<file path="config.mk">
export PLATFORM = sky130hd
export DESIGN_NAME = shiftreg_univ
export DESIGN_NICKNAME = d
export VERILOG_FILES = /design/src/rtl/shiftreg_univ.sv
export SDC_FILE = /design/constraint.sdc
export NUM_CORES = 1
export LEC_CHECK = 0
export ABC_AREA = 1
export ABC_CLOCK_PERIOD_IN_PS = 1300
export CAP_MARGIN = 25
export CORE_MARGIN = 2
export CORE_UTILIZATION = 40
export CTS_CLUSTER_SIZE = 25
export DETAILED_ROUTE_END_ITERATION = 8
export PLACE_DENSITY_LB_ADDON = 0.3
export SLEW_MARGIN = 20
export SYNTH_ARGS = -nofsm -noshare
export SYNTH_HDL_FRONTEND = slang
export SYNTH_SLANG_ARGS = --single-unit
</file>
<file path="constraint.sdc">
create_clock -name clk -period 1.3 [get_ports clk]
set_clock_uncertainty 0.15 [all_clocks]
set_input_delay 0.195 -clock clk [delete_from_list [all_inputs] [get_ports clk]]
set_output_delay 0.195 -clock clk [all_outputs]
set_load 0.02 [all_outputs]
</file>
<file path="src/rtl/shiftreg_univ.sv">
`default_nettype none
// ============================================================================
//  Module   : shiftreg_univ
//  Purpose  : Parametrised universal shift register. Supports shift left and
//             shift right, rotate, parallel load and clear. A shift counter
//             pulses word_done each time a full WIDTH-bit word has been
//             shifted in, so the block can act as a SIPO deserialiser.
//  Revision : 1.0  - initial release
// ----------------------------------------------------------------------------
//  Parameters
//    WIDTH      register width in bits (2..32)
//    RST_VAL    value of q while reset is asserted
//    LFSR_POLY  tap mask for the LFSR step (only with SHIFTREG_LFSR_EN)
//
//  Ports
//    clk        rising-edge clock
//    rst        asynchronous, active-low reset
//    en         cycle enable; 0 holds q/cnt and forces word_done low
//    mode[2:0]  000 hold, 001 shl, 010 shr, 011 load, 100 rol, 101 ror,
//               110 LFSR step (hold without SHIFTREG_LFSR_EN), 111 clear
//    sin_lsb    serial input into bit 0 on shift left
//    sin_msb    serial input into bit WIDTH-1 on shift right
//    par_in     parallel load data
//    q          register contents
//    sout_msb   q[WIDTH-1]
//    sout_lsb   q[0]
//    cnt        shifts since the last word boundary
//    word_done  one-cycle pulse after a full word has been shifted in
//
//  Build option
//    SHIFTREG_LFSR_EN  when defined, mode 110 performs a Fibonacci LFSR step
// ============================================================================
module shiftreg_univ #(
    parameter int unsigned      WIDTH     = 4,
    parameter logic [WIDTH-1:0] RST_VAL   = '0,
    parameter logic [WIDTH-1:0] LFSR_POLY = WIDTH'(4'b1001)
) (
    input  logic                       clk,
    input  logic                       rst,
    input  logic                       en,
    input  logic [2:0]                 mode,
    input  logic                       sin_lsb,
    input  logic                       sin_msb,
    input  logic [WIDTH-1:0]           par_in,
    output logic [WIDTH-1:0]           q,
    output logic                       sout_msb,
    output logic                       sout_lsb,
    output logic [$clog2(WIDTH+1)-1:0] cnt,
    output logic                       word_done
);

    localparam int unsigned c_CNT_W = $clog2(WIDTH + 1);

    // Counter value on which the next shift completes a word.
    localparam logic [c_CNT_W-1:0] c_CNT_LAST = c_CNT_W'(WIDTH - 1);

    localparam logic [2:0] c_MODE_HOLD  = 3'b000;
    localparam logic [2:0] c_MODE_SHL   = 3'b001;
    localparam logic [2:0] c_MODE_SHR   = 3'b010;
    localparam logic [2:0] c_MODE_LOAD  = 3'b011;
    localparam logic [2:0] c_MODE_ROL   = 3'b100;
    localparam logic [2:0] c_MODE_ROR   = 3'b101;
    localparam logic [2:0] c_MODE_LFSR  = 3'b110;
    localparam logic [2:0] c_MODE_CLEAR = 3'b111;

    // Elaboration-time range check on the width.
    generate
        if (WIDTH < 2 || WIDTH > 32) begin : g_width_check
            $error("shiftreg_univ: WIDTH must be in the range 2..32");
        end
    endgenerate

    logic [WIDTH-1:0]   r_q;
    logic [c_CNT_W-1:0] r_cnt;
    logic               r_word_done;

    logic [WIDTH-1:0]   w_q_next;
    logic [c_CNT_W-1:0] w_cnt_next;
    logic               w_done_next;
    logic               w_shift;

    // Common counter handling for both shift directions: a shift that
    // completes the word wraps the counter and raises word_done.
    always_comb begin
        w_q_next    = r_q;
        w_cnt_next  = r_cnt;
        w_done_next = 1'b0;
        w_shift     = 1'b0;

        if (en) begin
            case (mode)
                c_MODE_HOLD: begin
                    w_q_next = r_q;
                end
                c_MODE_SHL: begin
                    w_q_next = {r_q[WIDTH-2:0], sin_lsb};
                    w_shift  = 1'b1;
                end
                c_MODE_SHR: begin
                    w_q_next = {sin_msb, r_q[WIDTH-1:1]};
                    w_shift  = 1'b1;
                end
                c_MODE_LOAD: begin
                    w_q_next   = par_in;
                    w_cnt_next = '0;
                end
                c_MODE_ROL: begin
                    w_q_next = {r_q[WIDTH-2:0], r_q[WIDTH-1]};
                end
                c_MODE_ROR: begin
                    w_q_next = {r_q[0], r_q[WIDTH-1:1]};
                end
                c_MODE_LFSR: begin
`ifdef SHIFTREG_LFSR_EN
                    // Fibonacci step; an all-zero state is a fixed point.
                    w_q_next = {r_q[WIDTH-2:0], ^(r_q & LFSR_POLY)};
`else
                    w_q_next = r_q;
`endif
                end
                c_MODE_CLEAR: begin
                    // Clear goes to zero, deliberately not to RST_VAL.
                    w_q_next   = '0;
                    w_cnt_next = '0;
                end
                default: begin
                    w_q_next = r_q;
                end
            endcase

            if (w_shift) begin
                if (r_cnt == c_CNT_LAST) begin
                    w_cnt_next  = '0;
                    w_done_next = 1'b1;
                end else begin
                    w_cnt_next = r_cnt + c_CNT_W'(1);
                end
            end
        end
    end

    always_ff @(posedge clk or negedge rst) begin
        if (!rst) begin
            r_q         <= RST_VAL;
            r_cnt       <= '0;
            r_word_done <= 1'b0;
        end else begin
            r_q         <= w_q_next;
            r_cnt       <= w_cnt_next;
            r_word_done <= w_done_next;
        end
    end

    assign q         = r_q;
    assign sout_msb  = r_q[WIDTH-1];
    assign sout_lsb  = r_q[0];
    assign cnt       = r_cnt;
    assign word_done = r_word_done;

endmodule
`default_nettype wire

</file>
==> results.json, run 1 <==
{
  "syn_to_final_growth_pct": 60.90,
  "synthCells": 86,
  "antenna_found_initial": 0,
  "ir_drop_uv": 806.8,
  "max_clock_freq_mhz": 783.3,
  "layout.nets": 137,
  "drc": 0,
  "via_count": 692,
  "grt_start_max_net_pins": 9,
  "num_rows": 13,
  "switching_share_pct": 36.87,
  "wl_um": 1574,
  "cpPeakStageDelay_ns": 0.39,
  "synth_warnings": 0,
  "dr.pass1.iters": 4,
  "portBuffers": 21,
  "drive_gt1_share_pct": 29.51,
  "die_h_um": 41.31,
  "place_congestion": 0.8803,
  "diodes": 0,
  "power_frac_clock_pct": 20.5,
  "outcome": "complete, no violations",
  "num-fill-cells": 118,
  "min_path_type": "input port to asynchronous set/reset pin",
  "dp.cells": 134,
  "fin_util_pct": 68.85,
  "period_share_pct": 98.21,
  "ant_nets": 0,
  "crit_path_start_kind": "flop",
  "final.setup.worst_slack_ns": 0.02328,
  "crit_family": "flip-flops",
  "die_area_um2": 1707,
  "clk_pin_slew_ns": 0.05,
  "power.total_mw": 0.9219,
  "core-area_um2": 1301,
  "arrival_ns": 0.93,
  "drv_slew": 0,
  "cp_cell_sequence": "clkdlybuf4s15_1",
  "start_util_pct": 42.79,
  "wl_per_cell_um": 11.49,
  "grt_pass1_vias": 669,
  "pin_count": 22,
  "power_density_nw_per_um2": 1029,
  "max_cap_violations": 0,
  "grt_pass1_wl_um": 2601,
  "fp.dieW_um": 41.31,
  "grt_usage_pct": 23.52,
  "critical_path_class": "flop to output port",
  "h-tree-depth": 1,
  "path_buf_inv": 1,
  "synthesis.nets": 99,
  "final_cells": 137,
  "synth.cell_area_um2": 556.8,
  "synth.avg_cell_area_um2": 6.474,
  "crit_required_ns": 0.95,
  "setup_viol": 0,
  "clk_latency_ns": 0.25,
  "ctsHoldBuffers": 0,
  "crit_fanout": 3,
  "ys_ff_latch": 8,
  "intPower_mw": 0.5820,
  "worst_slew_pin_slew_ns": 0.3775,
  "p_leak_nw": 0.4987,
  "root_buffer": "clkbuf_4",
  "p_switching_mw": 0.3400,
  "cp-end-kind": "output port",
  "ys_seq_area_share_pct": 35.96,
  "max_slew_margin_pct": 74.76,
  "avgViaCountPerCell": 5.051,
  "cts-buffers-inserted": 3,
  "p_comb_share_pct": 45.4,
  "cts_max_path_buffers": 2,
  "post-place-ws_ns": -0.4805,
  "hold_violations": 0,
  "p_seq_share_pct": 34.1,
  "cts_tree": "built",
  "critPathSlowestCell": "dfrtp_1",
  "grt_overflow_total": 0,
  "cts_num_sinks": 8,
  "synthDistinctLibCells": 18,
  "dp_hpwl_um": 1196,
  "rsz0062_at_grt": "yes",
  "drt_iter0_drc": 22,
  "period_needed_ns": 1.277
}
## sequential cells by signal (all words and copies together) (netlist names)
register and count:
word_done 1, cnt 3, q 4
## what timing repair did
action,4_1_cts,5_1_grt
endpoints found under the setup margin,17,15
pin swaps,3,1
buffers inserted,0,0
gates resized for setup,26,14
## power groups by stage
stage	registers, mW	logic, mW	clock network, mW
final	0.314	0.419	0.189
after global routing	0.321	0.466	0.204
after CTS	0.314	0.419	0.194
after detailed placement	0.317	0.442	0
after global placement	0.317	0.432	0
after floorplan	0.376	0.151	0
## per-stage QoR
stage	area, um2	setup TNS [ns]	hold WS [ns]
6_report	895.9	0	0.07596
5_1_grt	895.9	-0.05728	0.1001
4_1_cts	910.9	0	0.08666
3_5_place_dp	875.8	-3.328	0.3558
3_3_place_gp	875.8	-2.988	0.3446
2_1_floorplan	556.8	0	-0.2506
## layer usage
layer	vias up	GRT usage, %	wire [um]
li1	341	-	-
met1	319	26.89	675
met2	26	43.36	795
met3	6	6.383	75
met4	0	4.839	27
met5	-	0	0
## final cells by class
type	count	area, um2	area share [%]
Sequential cell	8	200.2	22.35
Inverter	14	52.55	5.866
Timing Repair Buffer	35	286.5	31.98
Tap cell	15	18.77	2.095
Multi-Input combinational cell	62	315.3	35.20
Clock buffer	3	22.52	2.514
## logic make-up (layout without fill, tap and decap cells)
logic type | after synthesis | in the layout | share of synthesized area, %
DFF | 8 | 8 | 35.95
and+or+nand+nor | 53 | 53 | 41.35
AOI/OAI and AO/OA | 8 | 8 | 8.314
adders and majority gates | 1 | 1 | 2.247
buffers and inverters | 16 | 52 | 12.13
## final timing paths
kind                                       end  cells after the start                from  slack [ns]
setup / recovery                      sout_lsb                      1    q[0]$_DFFE_PN0P_        0.02
hold / removal              cnt[1]$_DFFE_PN0P_                      1                 rst        0.08
setup reg to reg            cnt[0]$_DFFE_PN0P_                      7  cnt[1]$_DFFE_PN0P_        0.07
hold reg to reg            word_done$_DFF_PN0_                      2  cnt[2]$_DFFE_PN0P_        0.39
max in group asynchronous   cnt[0]$_DFFE_PN0P_                      1                 rst        0.65
min in group clk           word_done$_DFF_PN0_                      4             mode[1]        0.33
## cell usage after synthesis
master	count	share of area, %
nor4_1	1	1.1
nor2_4	1	2.0
inv_1	13	8.8
nand4_1	2	2.2
o21ai_1	1	0.90
nand2_1	29	20
ha_1	1	2.2
a21oi_1	1	0.90
nand3_2	1	1.8
o21ai_0	4	3.6
dfrtp_1	8	36
a21boi_1	1	1.3
buf_4	2	2.7
nand3_1	6	5.4
inv_2	1	0.67
a21oi_2	1	1.6
or2_1	1	1.1
nor2_1	12	8.1
## layout by cell type, fill, tap and decap left out
| cell | n |
|---|---|
| a21boi_1 | 1 |
| a21oi_1 | 1 |
| a21oi_2 | 1 |
| buf_4 | 14 |
| clkbuf_2 | 5 |
| clkbuf_4 | 3 |
| clkdlybuf4s15_1 | 5 |
| clkdlybuf4s50_1 | 8 |
| dfrtp_1 | 8 |
| dlygate4sd2_1 | 3 |
| ha_2 | 1 |
| inv_1 | 12 |
| inv_2 | 2 |
| nand2_1 | 25 |
| nand2_2 | 4 |
| nand3_1 | 5 |
| nand3_2 | 2 |
| nand4_1 | 2 |
| nor2_1 | 10 |
| nor2_2 | 2 |
| nor2_4 | 1 |
| nor4_1 | 1 |
| o21ai_0 | 2 |
| o21ai_1 | 2 |
| o21ai_2 | 1 |
| or2_1 | 1 |
No activity file was read; power rests on OpenSTA's default activity.
==> run 2, diff against run 1 <==
--- a/config.mk
+++ b/config.mk
@@ -8,8 +8,8 @@
 export ABC_AREA = 1
 export ABC_CLOCK_PERIOD_IN_PS = 1300
 export CAP_MARGIN = 25
-export CORE_MARGIN = 2
 export CORE_UTILIZATION = 40
+export CTS_CLUSTER_DIAMETER = 30
 export CTS_CLUSTER_SIZE = 25
 export DETAILED_ROUTE_END_ITERATION = 8
 export PLACE_DENSITY_LB_ADDON = 0.3
==> results.json, run 2 (same netlist as run 1, synthesis figures left out) <==
{
  "p_comb_share_pct": 46.5,
  "postCtsSetupBuffers": 0,
  "arrival_ns": 0.91,
  "switching_share_pct": 36.41,
  "crit_path_start_kind": "flop",
  "p_switching_mw": 0.3388,
  "drc": 0,
  "layout.nets": 137,
  "avgViaCountPerCell": 4.883,
  "layout_commonest_cell": "nand2_1",
  "ant_nets": 0,
  "core-area_um2": 1301,
  "crit_fanout": 2,
  "final_cell_mix": "nand2_1 (26), buf_4 (13), inv_1 (12)",
  "die_h_um": 39.31,
  "die_area_um2": 1545,
  "path_buf_inv": 1,
  "drive_gt1_share_pct": 30.33,
  "cpPeakStageDelay_ns": 0.38,
  "num-fill-cells": 118,
  "min_path_type": "input port to asynchronous set/reset pin",
  "critPathSlowestCell": "dfrtp_1",
  "regArea_um2": 200.2,
  "fp.dieW_um": 39.31,
  "top_usage_layer": "met2",
  "dp_hpwl_um": 1130,
  "intPower_mw": 0.5917,
  "critical_path_class": "flop to output port",
  "pin_count": 22,
  "max_slew_margin_pct": 75.72,
  "diodes": 0,
  "grt_start_max_net_pins": 9,
  "root_buffer": "clkbuf_4",
  "largest_reg_flops": 4,
  "dr.pass1.iters": 4,
  "grtUsageMet2_pct": 33.75,
  "outcome": "complete, no violations",
  "max_clock_freq_mhz": 795.9,
  "power_frac_clock_pct": 20.0,
  "cp-end-kind": "output port",
  "ir_drop_uv": 768.9,
  "crit_family": "flip-flops",
  "start_util_pct": 42.79,
  "grtUsageMet3_pct": 10.23,
  "drt_iter0_drc": 26,
  "power_density_nw_per_um2": 1034,
  "cts_max_path_buffers": 2,
  "hold_violations": 0,
  "cts-buffers-inserted": 3,
  "multi_input_area_um2": 324.1,
  "grt_overflow_total": 0,
  "crit_required_ns": 0.95,
  "period_share_pct": 96.64,
  "rsz0062_at_grt": "no",
  "power.total_mw": 0.9305,
  "drv_slew": 0,
  "h-tree-depth": 1,
  "place_congestion": 0.8858,
  "p_leak_nw": 0.4977,
  "grt_pass1_wl_um": 2194,
  "grt_pass1_vias": 591,
  "portBuffers": 21,
  "wl_um": 1413,
  "p_seq_share_pct": 33.6,
  "wl_per_cell_um": 10.31,
  "worst_slew_pin_slew_ns": 0.3630,
  "max_cap_violations": 0,
  "clk_pin_slew_ns": 0.05,
  "syn_to_final_growth_pct": 61.57,
  "cts_num_sinks": 8,
  "cp_cell_sequence": "clkdlybuf4s15_1",
  "hold_slack_ns": 0.06863,
  "via_count": 669,
  "cts_tree": "built",
  "period_needed_ns": 1.256,
  "num_rows": 13,
  "antenna_found_initial": 0,
  "use_met1_pct": 25.44,
  "clk_latency_ns": 0.25,
  "grt_usage_pct": 21.69,
  "setup_viol": 0
}
==> run 2: timing repair <==
| item | in CTS | in global routing |
|---|---|---|
| hold buffers | 0 | 0 |
| endpoints found under the setup margin | 18 | 14 |
| gates resized for setup | 25 | 19 |
| pin swaps | 2 | 1 |
| cloned | 0 | 0 |
==> run 2: per-stage QoR <==
stage | setup WS (ns) | instance area (um2) | setup TNS, ns | utilization, % | instances
floorplan | 0.05649 | 556.8 | 0 | - | 86
global placement | -0.4159 | 875.8 | -2.886 | 67.31 | 134
detailed placement | -0.4804 | 875.8 | -3.420 | 67.31 | 134
CTS | 0.001087 | 907.1 | 0 | 69.71 | 137
global route | 0.003887 | 899.6 | 0 | 69.13 | 137
finish | 0.04363 | 899.6 | 0 | 69.13 | 137
==> run 2: cell type report <==
cell class | count | share of cell area, %
clock buffers | 3 | 2.503
inverters | 14 | 5.841
multi-input cells | 62 | 36.02
flip-flops and latches | 8 | 22.25
well taps | 15 | 2.086
repair buffers | 35 | 31.29
==> run 2: layer usage <==
metal / wire length [um] / vias up / part of all wire, %
met5: 0 / - / 0
met4: 36 / 0 / 2.5
met1: 611 / 295 / 43
met2: 674 / 25 / 48
met3: 89 / 7 / 6.3
li1: - / 342 / -
==> run 2: power by group through the flow <==
| stage | clock, mW | combinational, mW | sequential (mW) |
|---|---|---|---|
| 2_1_floorplan | 0 | 0.151 | 0.376 |
| 3_3_place_gp | 0 | 0.438 | 0.315 |
| 3_5_place_dp | 0 | 0.444 | 0.315 |
| 4_1_cts | 0.192 | 0.419 | 0.312 |
| 5_1_grt | 0.207 | 0.476 | 0.318 |
| 6_report | 0.186 | 0.433 | 0.312 |
==> run 2: final timing paths <==
| path | from | end | slack, ns | depth (start not counted) |
|---|---|---|---|---|
| worst max-delay path | q[2]$_DFFE_PN0P_ | q[2] | 0.04 | 1 |
| worst max register to register | q[0]$_DFFE_PN0P_ | q[3]$_DFFE_PN0P_ | 0.09 | 7 |
| worst min register to register | cnt[2]$_DFFE_PN0P_ | word_done$_DFF_PN0_ | 0.40 | 2 |
| min in group clk | mode[1] | word_done$_DFF_PN0_ | 0.31 | 4 |
| worst min-delay path | rst | q[0]$_DFFE_PN0P_ | 0.07 | 1 |
| max in group asynchronous | rst | q[1]$_DFFE_PN0P_ | 0.66 | 1 |
